### src/rtl/multi_entry_display_pkg.sv
// Shared types and 7-segment helpers for the multi-entry display block.
// Segment vectors are active-low, bit order gfedcba.
package multi_entry_display_pkg;

  typedef enum logic {
    IDLE = 1'b0,
    CONV = 1'b1
  } state_e;

  localparam logic [6:0] DASH  = 7'b0111111;
  localparam logic [6:0] BLANK = 7'b1111111;

  function automatic logic [6:0] hex2seg(input logic [3:0] nib);
    case (nib)
      4'h0:    return 7'b1000000;
      4'h1:    return 7'b1111001;
      4'h2:    return 7'b0100100;
      4'h3:    return 7'b0110000;
      4'h4:    return 7'b0011001;
      4'h5:    return 7'b0010010;
      4'h6:    return 7'b0000010;
      4'h7:    return 7'b1111000;
      4'h8:    return 7'b0000000;
      4'h9:    return 7'b0010000;
      4'hA:    return 7'b0001000;
      4'hB:    return 7'b0000011;
      4'hC:    return 7'b1000110;
      4'hD:    return 7'b0100001;
      4'hE:    return 7'b0000110;
      4'hF:    return 7'b0001110;
      default: return BLANK;
    endcase
  endfunction

endpackage

### src/rtl/multi_entry_display_seg7_decode.sv
// One digit of the display: 4-bit nibble to active-low gfedcba segments.
module seg7_decode
  import multi_entry_display_pkg::*;
(
  input  logic [3:0] nibble,
  output logic [6:0] seg
);
  assign seg = hex2seg(nibble);
endmodule

### src/rtl/multi_entry_display.sv
// Button-driven entry stack whose top entry is shown on NUM_DIGITS 7-segment
// digits, either as hex or as decimal via a serial double-dabble converter.
module multi_entry_display
  import multi_entry_display_pkg::*;
#(
  parameter int DATA_W     = 8,
  parameter int NUM_DIGITS = 4,
  parameter int DEPTH      = 4
) (
  input  logic                       clk,
  input  logic                       nreset,
  input  logic                       nenter,
  input  logic                       nback,
  input  logic                       mode,
  input  logic [DATA_W-1:0]          inputdata,
  output logic [NUM_DIGITS*7-1:0]    disp,
  output logic [$clog2(DEPTH+1)-1:0] count,
  output logic                       full,
  output logic                       busy,
  output logic                       err
);
  localparam int CW         = $clog2(DEPTH+1);
  localparam int DW         = NUM_DIGITS*4;
  // BCD register holds every decimal digit DATA_W can produce, so overflow
  // past NUM_DIGITS is visible as nonzero upper digits.
  localparam int DEC_DIGITS = (DATA_W*301)/1000 + 1;
  localparam int BCD_DIGITS = (DEC_DIGITS > NUM_DIGITS) ? DEC_DIGITS : NUM_DIGITS;
  localparam int BCD_W      = BCD_DIGITS*4;
  localparam int BW         = $clog2(DATA_W+1);

  if (NUM_DIGITS*4 < DATA_W || DEPTH < 1) begin : g_bad_cfg
    $error("multi_entry_display: NUM_DIGITS*4 must cover DATA_W and DEPTH must be >= 1");
  end

  // Button synchronizers: [0],[1] are the sync flops, [2] is the previous value.
  logic [2:0] ent_q, ent_d, bck_q, bck_d;
  logic       push_p, pop_p;

  always_comb begin
    ent_d = {ent_q[1:0], nenter};
    bck_d = {bck_q[1:0], nback};
  end

  assign push_p = ent_q[2] & ~ent_q[1];
  assign pop_p  = bck_q[2] & ~bck_q[1];

  // Entry stack
  logic [DATA_W-1:0] stack_q [DEPTH];
  logic [DATA_W-1:0] stack_d [DEPTH];
  logic [CW-1:0]     count_q, count_d, wr_idx;
  logic              err_q, err_d, wr_en, full_w;

  assign full_w = (count_q == CW'(DEPTH));

  always_comb begin
    count_d = count_q;
    err_d   = 1'b0;
    wr_en   = 1'b0;
    wr_idx  = '0;
    if (push_p && pop_p && count_q != '0) begin
      wr_en  = 1'b1;
      wr_idx = count_q - CW'(1);
    end else if (push_p) begin
      if (full_w) begin
        err_d = 1'b1;
      end else begin
        wr_en   = 1'b1;
        wr_idx  = count_q;
        count_d = count_q + CW'(1);
      end
    end else if (pop_p) begin
      if (count_q == '0) err_d = 1'b1;
      else               count_d = count_q - CW'(1);
    end
    for (int i = 0; i < DEPTH; i++) begin
      stack_d[i] = stack_q[i];
      if (wr_en && wr_idx == CW'(i)) stack_d[i] = inputdata;
    end
  end

  // Current top entry and display-event detection against last cycle's view
  logic [DATA_W-1:0] cur_val, snap_val_q, snap_val_d;
  logic              cur_empty, snap_empty_q, snap_empty_d, snap_mode_q, snap_mode_d;
  logic              evt;

  always_comb begin
    cur_val = '0;
    for (int i = 0; i < DEPTH; i++)
      if (CW'(i) == count_q - CW'(1)) cur_val = stack_q[i];
  end

  assign cur_empty = (count_q == '0);
  assign evt = (cur_empty != snap_empty_q) || (mode != snap_mode_q) ||
               (!cur_empty && cur_val != snap_val_q);

  // Double-dabble datapath: add-3 correction then shift in the next binary bit
  state_e            state_q, state_d;
  logic              pend_q, pend_d;
  logic [DATA_W-1:0] sh_q, sh_d;
  logic [BCD_W-1:0]  bcd_q, bcd_d, bcd_adj, bcd_nxt;
  logic [BW-1:0]     cnt_q, cnt_d;
  logic [DW-1:0]     digits_q, digits_d;
  logic              dash_q, dash_d;
  logic              last, ovf, reeval;

  always_comb begin
    bcd_adj = bcd_q;
    for (int i = 0; i < BCD_DIGITS; i++)
      if (bcd_q[i*4 +: 4] > 4'd4) bcd_adj[i*4 +: 4] = bcd_q[i*4 +: 4] + 4'd3;
    bcd_nxt = BCD_W'({bcd_adj, sh_q[DATA_W-1]});
    ovf     = (bcd_nxt >> DW) != '0;
    last    = (cnt_q == BW'(DATA_W-1));
  end

  always_comb begin
    state_d      = state_q;
    pend_d       = pend_q;
    sh_d         = sh_q;
    bcd_d        = bcd_q;
    cnt_d        = cnt_q;
    digits_d     = digits_q;
    dash_d       = dash_q;
    snap_val_d   = cur_val;
    snap_empty_d = cur_empty;
    snap_mode_d  = mode;
    reeval       = 1'b0;
    if (state_q == IDLE) begin
      reeval = evt;
    end else begin
      sh_d  = sh_q << 1;
      bcd_d = bcd_nxt;
      cnt_d = cnt_q + BW'(1);
      if (evt) pend_d = 1'b1;
      if (last) begin
        // A result whose source changed mid-flight is dropped, never shown.
        if (pend_q || evt) begin
          reeval = 1'b1;
        end else begin
          state_d  = IDLE;
          digits_d = bcd_nxt[DW-1:0];
          dash_d   = ovf;
        end
      end
    end
    if (reeval) begin
      pend_d  = 1'b0;
      state_d = IDLE;
      if (cur_empty) begin
        dash_d = 1'b1;
      end else if (!mode) begin
        digits_d = DW'(cur_val);
        dash_d   = 1'b0;
      end else begin
        state_d = CONV;
        sh_d    = cur_val;
        bcd_d   = '0;
        cnt_d   = '0;
      end
    end
  end

  always_ff @(posedge clk or negedge nreset) begin
    if (!nreset) begin
      ent_q        <= 3'b111;
      bck_q        <= 3'b111;
      count_q      <= '0;
      err_q        <= 1'b0;
      state_q      <= IDLE;
      pend_q       <= 1'b0;
      sh_q         <= '0;
      bcd_q        <= '0;
      cnt_q        <= '0;
      digits_q     <= '0;
      dash_q       <= 1'b1;
      snap_val_q   <= '0;
      snap_empty_q <= 1'b1;
      snap_mode_q  <= 1'b0;
    end else begin
      ent_q        <= ent_d;
      bck_q        <= bck_d;
      count_q      <= count_d;
      err_q        <= err_d;
      state_q      <= state_d;
      pend_q       <= pend_d;
      sh_q         <= sh_d;
      bcd_q        <= bcd_d;
      cnt_q        <= cnt_d;
      digits_q     <= digits_d;
      dash_q       <= dash_d;
      snap_val_q   <= snap_val_d;
      snap_empty_q <= snap_empty_d;
      snap_mode_q  <= snap_mode_d;
    end
  end

  // Stack contents survive reset; only count marks them valid.
  always_ff @(posedge clk) begin
    stack_q <= stack_d;
  end

  for (genvar g = 0; g < NUM_DIGITS; g++) begin : g_dig
    logic [6:0] seg;
    seg7_decode u_dec (
      .nibble (digits_q[g*4 +: 4]),
      .seg    (seg)
    );
    assign disp[g*7 +: 7] = (dash_q || cur_empty) ? DASH : seg;
  end

  assign count = count_q;
  assign full  = full_w;
  assign busy  = (state_q == CONV);
  assign err   = err_q;

endmodule

### config.mk
export PLATFORM = sky130hd
export DESIGN_NAME = multi_entry_display
export DESIGN_NICKNAME = d
export VERILOG_FILES = /design/src/rtl/multi_entry_display_pkg.sv /design/src/rtl/multi_entry_display_seg7_decode.sv /design/src/rtl/multi_entry_display.sv
export SDC_FILE = /design/constraint.sdc
export NUM_CORES = 1
export LEC_CHECK = 0
export CAP_MARGIN = 15
export CORE_UTILIZATION = 55
export CTS_CLUSTER_SIZE = 10
export DETAILED_ROUTE_END_ITERATION = 10
export GPL_TIMING_DRIVEN = 0
export PLACE_DENSITY = 0.85
export SYNTH_ARGS = -nofsm -noshare
export SYNTH_HDL_FRONTEND = slang
export SYNTH_SLANG_ARGS = --single-unit
### constraint.sdc
create_clock -name clk -period 4 [get_ports clk]
set_input_delay 0.8 -clock clk [delete_from_list [all_inputs] [get_ports clk]]
set_output_delay 0.8 -clock clk [all_outputs]
set_load 0.03 [all_outputs]
Word-level counts from Yosys, hierarchy flattened

Memory sizes are Yosys's and may differ from the RTL's.
Cells that the tools add are included.

Add/subtract/negate cells: 7
$lt $le $gt $ge: 4
Eq/ne operators: 13
Muxes and demuxes: 62
Bitwise logic cells: 5
Reduce and logical (&&, ||, !) cells: 21

Operator list:

| cell                                                | number |
|---|---|
| 2-to-1 mux 16 bit                                   | 10 |
| 2-to-1 mux 8 bit                                    | 8 |
| 2-to-1 mux 4 bit                                    | 7 |
| 2-to-1 mux 7 bit                                    | 4 |
| 2-to-1 mux 1 bit                                    | 25 |
| 2-to-1 mux 3 bit                                    | 8 |
| > comparator 4 x 3 -> 1 bit (second input constant) | 4 |
| adder 4 x 2 -> 4 bit (second input constant)        | 3 |
| zero test 3 bit                                     | 3 |
| inequality test 8 bit                               | 1 |
| logical AND 1 bit                                   | 7 |
| == test 2 x 3 -> 1 bit (first input constant)       | 2 |
| == test 3 x 2 -> 1 bit (second input constant)      | 2 |
| nonzero test 2 bit                                  | 3 |
| adder 4 x 1 -> 4 bit (second input constant)        | 1 |
| == test 4 x 3 -> 1 bit (second input constant)      | 1 |
| logical OR 1 bit                                    | 4 |
| inequality test 2 bit (second input constant)       | 2 |
| AND reduction 4 bit                                 | 1 |
| adder 3 x 1 -> 3 bit (second input constant)        | 1 |
| adder 3 x 2 -> 3 bit (second input constant)        | 1 |
| == test 1 x 3 -> 1 bit (first input constant)       | 1 |
| == test 3 x 1 -> 1 bit (second input constant)      | 1 |
| == test 3 bit (second input constant)               | 1 |
| 7 further kinds                                     | 11 |

Bits in registers: 99
Bits in read-only memories: 448
Input bits: 13
Output and inout port bits: 34
Word-level logic and storage cells: 134
Memories kept: 4

Memory list:

| name            | words | width | read ports | clocked after Yosys merged registers in | wr ports | RTL line                      | RTL |
|---|---|---|---|---|---|---|---|
| (no name shown) | 16    | 7     | 1          | 0                                       | 0        | multi_entry_display_pkg.sv:14 | `case (nib)` |
| (no name shown) | 16    | 7     | 1          | 0                                       | 0        | multi_entry_display_pkg.sv:14 |  |
| (no name shown) | 16    | 7     | 1          | 0                                       | 0        | multi_entry_display_pkg.sv:14 |  |
| (no name shown) | 16    | 7     | 1          | 0                                       | 0        | multi_entry_display_pkg.sv:14 |  |

Logic depth before layout (Yosys ltp)

Gate-level depths: netlist of the first run.

Depth in word-level cells: 16
Mapped depth: 15
Depth with buffers taken out: 10

By module

A second synthesis of the first run with hierarchy kept.

Cells, all modules: 655
Area, all modules: 6456.2 µm²

Modules (own cells, without submodules):

| module                            | instances | cells an instance | area each (µm²) | sequential area each (µm²) |
|---|---|---|---|---|
| multi_entry_display               | 1         | 528               | 5377.7          | 2647.5 |
| seg7_decode at g_dig[1].u_dec ... | 3         | 32                | 275.3           | 0.0 |
| seg7_decode at g_dig[0].u_dec     | 1         | 31                | 252.7           | 0.0 |

Worst setup path after synthesis of the first run

No wires, ideal clock.

Path type: flip-flop to flip-flop
Start point: register count_q[0], in the netlist count[0]
End point: register digits_q[0]
Setup time: 147 ps
Arrival: 3256 ps
Data required time: 3853 ps
Setup slack: 597 ps
Cell stages (with the launch flop): 12
Path buffers: 3
Period minus slack after synthesis: 3403 ps
Cell sequence: dfrtp_1 -> clkbuf_1 -> inv_1 -> ha_1 -> buf_6 -> o21ai_0 -> mux2_2 -> or4b_1 -> o31a_1 -> buf_2 -> o31ai_1 -> a31oi_1

Word-level cells in the longest chain between the ends: 16
Elaborated cells on any way between the ends: 26
Classes of those cells: 1 x add/sub; 5 x eq/ne; 13 x mux; 7 x reduce/logical

RTL lines:

| element                        | RTL line                   | RTL |
|---|---|---|
| start: declaration             | multi_entry_display.sv:50  | `logic [CW-1:0] count_q, count_d, wr_idx;` |
| start signal: assignment       | multi_entry_display.sv:181 | `count_q <= count_d;` |
| subtractor 3 x 1 -> 3 bit      | multi_entry_display.sv:89  | `if (CW'(i) == count_q - CW'(1)) cur_val = stack_q[i];` |
| zero test 3 bit                | multi_entry_display.sv:89  |  |
| 2-to-1 mux 8 bit (4 in series) | multi_entry_display.sv:89  |  |
| inequality test 8 bit          | multi_entry_display.sv:94  | `(!cur_empty && cur_val != snap_val_q);` |
| logical AND 1 bit              | multi_entry_display.sv:94  |  |
| logical OR 1 bit               | multi_entry_display.sv:93  | `assign evt = (cur_empty != snap_empty_q) \|\| (mode != snap_mode_q) \|\|` |
| logical OR 1 bit               | multi_entry_display.sv:136 | `if (pend_q \|\| evt) begin` |
| 2-to-1 mux 16 bit              | multi_entry_display.sv:136 |  |
| 2-to-1 mux 16 bit              | multi_entry_display.sv:134 | `if (last) begin` |
| 2-to-1 mux 16 bit              | multi_entry_display.sv:127 | `if (state_q == IDLE) begin` |
| 2-to-1 mux 16 bit              | multi_entry_display.sv:150 | `end else if (!mode) begin` |
| 2-to-1 mux 16 bit              | multi_entry_display.sv:148 | `if (cur_empty) begin` |
| 2-to-1 mux 16 bit *            | multi_entry_display.sv:145 | `if (reeval) begin` |
| net digits_d[0]                | multi_entry_display.sv:102 | `logic [DW-1:0] digits_q, digits_d;` |
| end signal: assignment         | multi_entry_display.sv:188 | `digits_q <= digits_d;` |
| end: declaration               | multi_entry_display.sv:102 |  |

The timed path passes the listed nets; every way through them passes the cells marked *.
A chain may end at the register's enable or synchronous reset.

Final worst setup path of the first run

Start point: register count_q[0], in the netlist count[0]
End point: output disp[5]

Word-level cells in the longest chain between the ends: 3

RTL lines:

| element          | RTL line                   | RTL |
|---|---|---|
| zero test 3 bit  | multi_entry_display.sv:92  | `assign cur_empty = (count_q == '0);` |
| logical OR 1 bit | multi_entry_display.sv:207 | `assign disp[g*7 +: 7] = (dash_q \|\| cur_empty) ? DASH : seg;` |
| 2-to-1 mux 7 bit | multi_entry_display.sv:207 |  |
| end: declaration | multi_entry_display.sv:16  | `output logic [NUM_DIGITS*7-1:0] disp,` |

Every way passes these cells.

==> results of run 1 <==
where the power goes:
group          internal [mW]  switching [mW]  leakage, nW
Combinational           1.55            2.49         1.67
Sequential              1.33           0.277         1.13
Clock                  0.501           0.376        0.146
sequential cells by signal (all words and copies together) (netlist names):
signal,count
ent_q,3
cnt_q,4
dash_q,1
bcd_q,16
sh_q,8
err,1
busy,1
pend_q,1
digits_q,16
snap_mode_q,1
snap_val_q,8
stack_q,32
snap_empty_q,1
count,3
bck_q,3
cell type report:
| type | count | area (um^2) | share of cell area |
|---|---|---|---|
| buffer | 40 | 188 | 0.0259 |
| clock buffer | 10 | 239 | 0.0330 |
| clock inverter | 6 | 65.1 | 0.00897 |
| inverter | 37 | 139 | 0.0192 |
| multi-input combinational | 476 | 3320 | 0.458 |
| sequential | 99 | 2650 | 0.365 |
| tap | 140 | 175 | 0.0242 |
| timing repair buffer | 46 | 475 | 0.0656 |
per-stage QoR:
| step | setup slack, ns | instances | TNS (ns) |
|---|---|---|---|
| global route | 0.00232 | 854 | 0 |
| detailed placement | -0.0166 | 838 | -0.0243 |
| finish | 0.160 | 854 | 0 |
| global placement | 0.00569 | 838 | 0 |
| floorplan | 0.597 | 652 | 0 |
| CTS | 0.00386 | 854 | 0 |
Yosys cell counts (11+ instances only):
cell / number / area [um^2]
nor2_1: 62 / 233
ha_1: 35 / 438
a31oi_1: 23 / 144
a211oi_1: 17 / 128
edfxtp_1: 32 / 961
o21ai_0: 30 / 150
dfrtp_1: 59 / 1480
clkbuf_1: 28 / 105
nand2b_1: 13 / 81.3
mux2i_1: 25 / 250
nor2b_1: 28 / 175
o211ai_1: 20 / 150
o31ai_1: 11 / 82.6
nand2_1: 27 / 101
mux2_2: 16 / 180
a21oi_1: 42 / 210
nor3_1: 13 / 65.1
inv_1: 35 / 131
kinds of logic after synthesis:
group           after synthesis  share of synthesized area
buf+inv                      77                     0.0511
flops                        99                      0.422
compound gates              182                      0.192
fa+ha+maj                    35                     0.0699
mux                          44                     0.0776
simple gates                203                      0.169
xor+xnor                     12                     0.0180
worst paths after layout:
check	start	slack, ns	end
max	count[0]	0.16	disp[5]
min in group asynchronous	nreset	0.56	bcd_q[9]
min	bck_q[0]	0.36	bck_q[1]
max reg2reg	count[0]	0.23	digits_q[5]
min reg2reg	bck_q[0]	0.36	bck_q[1]
max in group asynchronous	nreset	2.90	bcd_q[0]
worst reg2reg max path, stage by stage, from the launching register on:
cell and delay, ns:
dfrtp_1 0.43, clkbuf_2 0.21, inv_1 0.09, ha_1 0.31, buf_6 0.19, o21ai_0 0.40
mux2_2 0.43, or4b_1 0.62, o31a_1 0.32, buf_2 0.20, o31ai_1 0.27, a31oi_1 0.13
repair_timing:
item / in CTS / in global routing
pin swaps: 0 / 0
setup endpoints to repair: 29 / 63
resized for setup: 7 / 15
buffers inserted: 0 / 0
routing by layer:
| layer | share of wire | GRT usage |
|---|---|---|
| met4 | 0.015 | 0.0927 |
| met3 | 0.059 | 0.0544 |
| met2 | 0.48 | 0.458 |
| met1 | 0.45 | 0.380 |
| met5 | 0 | 0 |
==> results.md, run 1 <==
* Core footprint at 0.0110 mm^2
* Routability cong. at 0.989
* FF+latch count, synth at 99
* CTS Hold Buffers Added at 0
* Worst setup EP type: primary output
* Final hold vios at 0
* Fin util at 0.660
* DR WL/cell at 18.4 um
* Clock sink count at 99
* Most used DFF post-synth: dfrtp_1
* Worst hold path type: reg -> reg
* DR iter-0 viols at 549
* Yosys warnings at 0
* DR pass1 iterations at 5
* Post-layout min period at 3.84 ns
* Routed wire length at 15700 um
* Pwr Density at 900 mW/mm^2
* Worst slew pin tran at 0.838 ns
* Reg clk slew, reported paths at 0.07 ns
* H-tree depth at 3
* Hold path cells at 0
* Die width at 109 um
* HPWL Detailed at 11500 um
* CP cell instances: clkbuf_2 -> inv_1 -> ha_1 -> nand2b_1 -> buf_2 -> nand2b_1 -> clkbuf_2 -> a31oi_1 -> o21ai_0 -> clkdlybuf4s50_1
* Clk_lat worst skew at 0.34 ns
* Cell Rows at 38
* Worst Path Arrival at 3.04 ns
* Crit-path leading delay family: buffers and inverters
* Distinct cells, synth at 65
* Avg Synthesized Cell Area at 9.61 um^2
* FF-to-FF path depth at 11
* Nets at 757
* Bufs and invs on worst path at 5
* Post-Syn Nets at 700
* Layout Skew at 0.00446 ns
* Via/cell ratio at 6.26
* CP required at 3.20 ns
* Routed Antenna Nets at 0
* Mapped Area at 0.00627 mm^2
* Crit path max fanout at 10
* FMAX at 0.260 GHz
* Maxcap violations at 0
* Fin area at 0.00725 mm^2
* Residual DRC at 0
* Static leakage at 2.94 nW
* CP Launch Type: flip-flop
* CTS Buf Count at 9
* CP max stage delay at 0.70 ns
* Fraction of registers with async set/reset at 0.677
* Filler Cells Inserted at 859
* Share of layout cells above drive strength 1 at 0.109
* Slew margin rel. at 0.441
* RSZ-0062 raised after global routing: no
* DR vias at 5345
* Slowest cell on crit path: clkdlybuf4s50_1
* Initial Util at 0.571
* CP Depth at 10
* First-pass GRT wire length at 25500 um
* Ant diodes at 0
* Initial antenna violation count at 0
* Commonest non-fill, non-tap cell in the layout: nor2_1
* Cells after synthesis at 652
* Sequential element share of the synthesized area at 0.422
* Final hold slack at 0.356 ns
* Final-report setup violation count at 0
* Most frequent cells in the layout: nor2_1, dfrtp_1, a21oi_1
* Vias in the first global route at 5190
* Post-synth EDFFs at 32
* Peak supply drop at 0.667 mV
* Tcrit/Tclk final at 0.960
* Root Buffer: clkbuf_16
* IO Port Bufs at 46
* GRT Total Usage at 0.282
* Area Overhead vs Synth at 15.6%
* Overflow after GRT at 0
* I/O pins at 47
* Clk buf depth at 2
* TritonCTS clock tree: yes
* Dpl cell area at 0.00690 mm^2
* Max Slew Vio Count at 0
* Status: completed
* Die H at 109 um
* Power after layout at 6.52 mW
* Pin count of the biggest net entering global routing at 68
* Critical path class: reg -> out
* Total die area at 0.0118 mm^2
No activity file was read; power rests on OpenSTA's default activity.
==> run 2: changes to the inputs <==
--- a/config.mk
+++ b/config.mk
@@ -7,6 +7,7 @@
 export LEC_CHECK = 0
 export CAP_MARGIN = 15
 export CORE_UTILIZATION = 55
+export CTS_BUF_LIST = sky130_fd_sc_hd__clkbuf_4 sky130_fd_sc_hd__clkbuf_8 sky130_fd_sc_hd__clkbuf_16
 export CTS_CLUSTER_SIZE = 10
 export DETAILED_ROUTE_END_ITERATION = 10
 export GPL_TIMING_DRIVEN = 0
==> results of run 2 <==
Same layout as run 1: the final DEF is identical, and so are final timing and power.
==> run 3: changes to the inputs <==
--- a/config.mk
+++ b/config.mk
@@ -11,7 +11,7 @@
 export CTS_CLUSTER_SIZE = 10
 export DETAILED_ROUTE_END_ITERATION = 10
 export GPL_TIMING_DRIVEN = 0
-export PLACE_DENSITY = 0.85
+export PLACE_DENSITY_LB_ADDON = 0.3
 export SYNTH_ARGS = -nofsm -noshare
 export SYNTH_HDL_FRONTEND = slang
 export SYNTH_SLANG_ARGS = --single-unit
==> results.md, run 3 (synthesized netlist as in run 1, its figures left out) <==
* Status: completed
* CTS Buf Count at 9 (unchanged)
* Ant diodes at 0 (unchanged)
* Vias in the first global route at 5128 (-1.2%)
* Max Slew Vio Count at 0 (unchanged)
* Hold path cells at 0 (unchanged)
* Setup_tns at 0 ns (unchanged)
* Finished Layout Cells at 854 (unchanged)
* Initial Util at 0.571 (unchanged)
* Worst Path Arrival at 3.08 ns (+0.04 ns)
* Worst hold path type: reg -> reg
* Reg clk slew, reported paths at 0.07 ns (about the same)
* Routed wire length at 15600 um (-0.81%)
* Fin area at 0.00726 mm^2 (+0.21%)
* I/O pins at 47 (unchanged)
* Clk buf depth at 2 (unchanged)
* Commonest non-fill, non-tap cell in the layout: nor2_1
* Overflow after GRT at 0 (unchanged)
* Routability cong. at 0.966 (-2.4%)
* Root Buffer: clkbuf_16
* DP Cell Count at 838 (unchanged)
* CP required at 3.20 ns (about the same)
* Routed Antenna Nets at 0 (unchanged)
* Setup Fix Bufs, Post-CTS at 0 (unchanged)
* Power after layout at 6.52 mW (about the same)
* FMAX at 0.258 GHz (-0.96%)
* DR iter-0 viols at 470 (-14%)
* First-pass GRT wire length at 25100 um (-1.5%)
* Final-report setup violation count at 0 (unchanged)
* Nets at 757 (unchanged)
* IO Port Bufs at 46 (unchanged)
* Pin count of the biggest net entering global routing at 68 (unchanged)
* Layout Skew at 0.00931 ns (+0.00485 ns)
* Top reg by flops: stack_q
* Die H at 109 um (unchanged)
* Setup slack after layout at 0.122 ns (-0.0374 ns)
* Area Overhead vs Synth at 15.9%
* TritonCTS clock tree: yes
* Cell Rows at 38 (unchanged)
* Clock sink count at 99 (unchanged)
* HPWL Detailed at 11300 um (-1.7%)
* Worst setup EP type: primary output
* DR pass1 iterations at 5 (unchanged)
* Peak supply drop at 0.536 mV (-20%)
* DR vias at 5310 (-0.65%)
* Pwr Density at 898 mW/mm^2 (-0.22%)
* GRT Total Usage at 0.277 (-0.00527)
* Dpl cell area at 0.00690 mm^2 (unchanged)
* H-tree depth at 3 (unchanged)
* Die width at 109 um (unchanged)
* Total die area at 0.0118 mm^2 (unchanged)
* Post-layout min period at 3.88 ns (+0.0374 ns)
* Worst slew pin tran at 0.904 ns (+0.0662 ns)
* CTS Hold Buffers Added at 0 (unchanged)
* CP Launch Type: flip-flop
* Pre-CTS setup slack at 0.111 ns (+0.127 ns)
* Final hold vios at 0 (unchanged)
* Core footprint at 0.0110 mm^2 (unchanged)
* Largest register FFs at 32 (unchanged)
* DR WL/cell at 18.2 um (-0.81%)
* Share of layout cells above drive strength 1 at 0.106 (-0.00280)
* Maxcap violations at 0 (unchanged)
* Residual DRC at 0 (unchanged)
* Crit path max fanout at 10 (unchanged)
* Tcrit/Tclk final at 0.969 (+0.00934)
* Critical path class: reg -> out
* Initial antenna violation count at 0 (unchanged)
* Slew margin rel. at 0.395 (-0.0464)
* FF-to-FF path depth at 13 (+2)
* Clk_lat worst skew at 0.36 ns (+0.02 ns)
* Static leakage at 3.00 nW (+2.0%)
* Top flop regs: stack_q: 32 flops, bcd_q: 16 flops, digits_q: 16 flops
* Via/cell ratio at 6.22 (-0.65%)
* Most frequent cells in the layout: nor2_1, dfrtp_1, a21oi_1
## run 3: cell types whose count changed in the layout (fill, tap and decap cells not counted), moves of 2 or more
cell	change
clkdlybuf4s50_1	-4
clkinv_4	-2
dlygate4sd2_1	-2
dlymetal6s2s_1	+6
inv_6	+3
## run 3: timing repair
item / 4_1_cts / 5_1_grt
resized for setup: 4 / 17
hold endpoints to repair: 0 / 0
endpoints found under the setup margin: 18 / 33
## run 3: critical path, cell delays in order (launching register included)
cell and delay [ns]:
dfrtp_1 0.44, clkbuf_2 0.19, inv_1 0.12, ha_1 0.34
nand2b_1 0.08, buf_2 0.19, nand2b_1 0.16, clkbuf_2 0.29
a21oi_1 0.07, o21ai_0 0.11, clkdlybuf4s50_1 0.72
## run 3: worst paths after layout
| path | from | slack [ns] | to |
|---|---|---|---|
| setup / recovery | count[0] | 0.12 | disp[25] |
| hold / removal | bck_q[0] | 0.36 | bck_q[1] |
| setup reg to reg | count[0] | 0.24 | bcd_q[0] |
| hold reg to reg | bck_q[0] | 0.36 | bck_q[1] |
| max in group asynchronous | nreset | 2.91 | snap_val_q[1] |
| min in group asynchronous | nreset | 0.56 | cnt_q[2] |
## run 3: report_power, final
group	switching (mW)	internal, mW	total (mW)
combinational	2.46	1.54	4.00
clock	0.391	0.528	0.919
sequential	0.277	1.33	1.60
total	3.13	3.39	6.52
## run 3: per-layer routing
| metal | part of all wire | wire length [um] | vias to the layer above | global-route usage |
|---|---|---|---|---|
| li1 | - | - | 2492 | - |
| met2 | 0.46 | 7200 | 204 | 0.432 |
| met5 | 0 | 0 | - | 0 |
| met4 | 0.016 | 249 | 0 | 0.0975 |
| met1 | 0.46 | 7190 | 2579 | 0.386 |
| met3 | 0.059 | 915 | 35 | 0.0502 |
## run 3: per-stage QoR
stage          utilization  hold slack [ns]
2_1_floorplan            -            0.345
3_3_place_gp         0.629            0.348
3_5_place_dp         0.628            0.347
4_1_cts              0.658            0.365
5_1_grt              0.661            0.366
6_report             0.661            0.364
## run 3: cell type report
cell class / instances / area, um^2
sequential: 99 / 2650
tap: 140 / 175
multi-input combinational: 476 / 3300
fill: 855 / 3720
timing repair buffer: 46 / 493
inverter: 37 / 139
clock buffer: 10 / 250
buffer: 40 / 188
clock inverter: 6 / 68.8
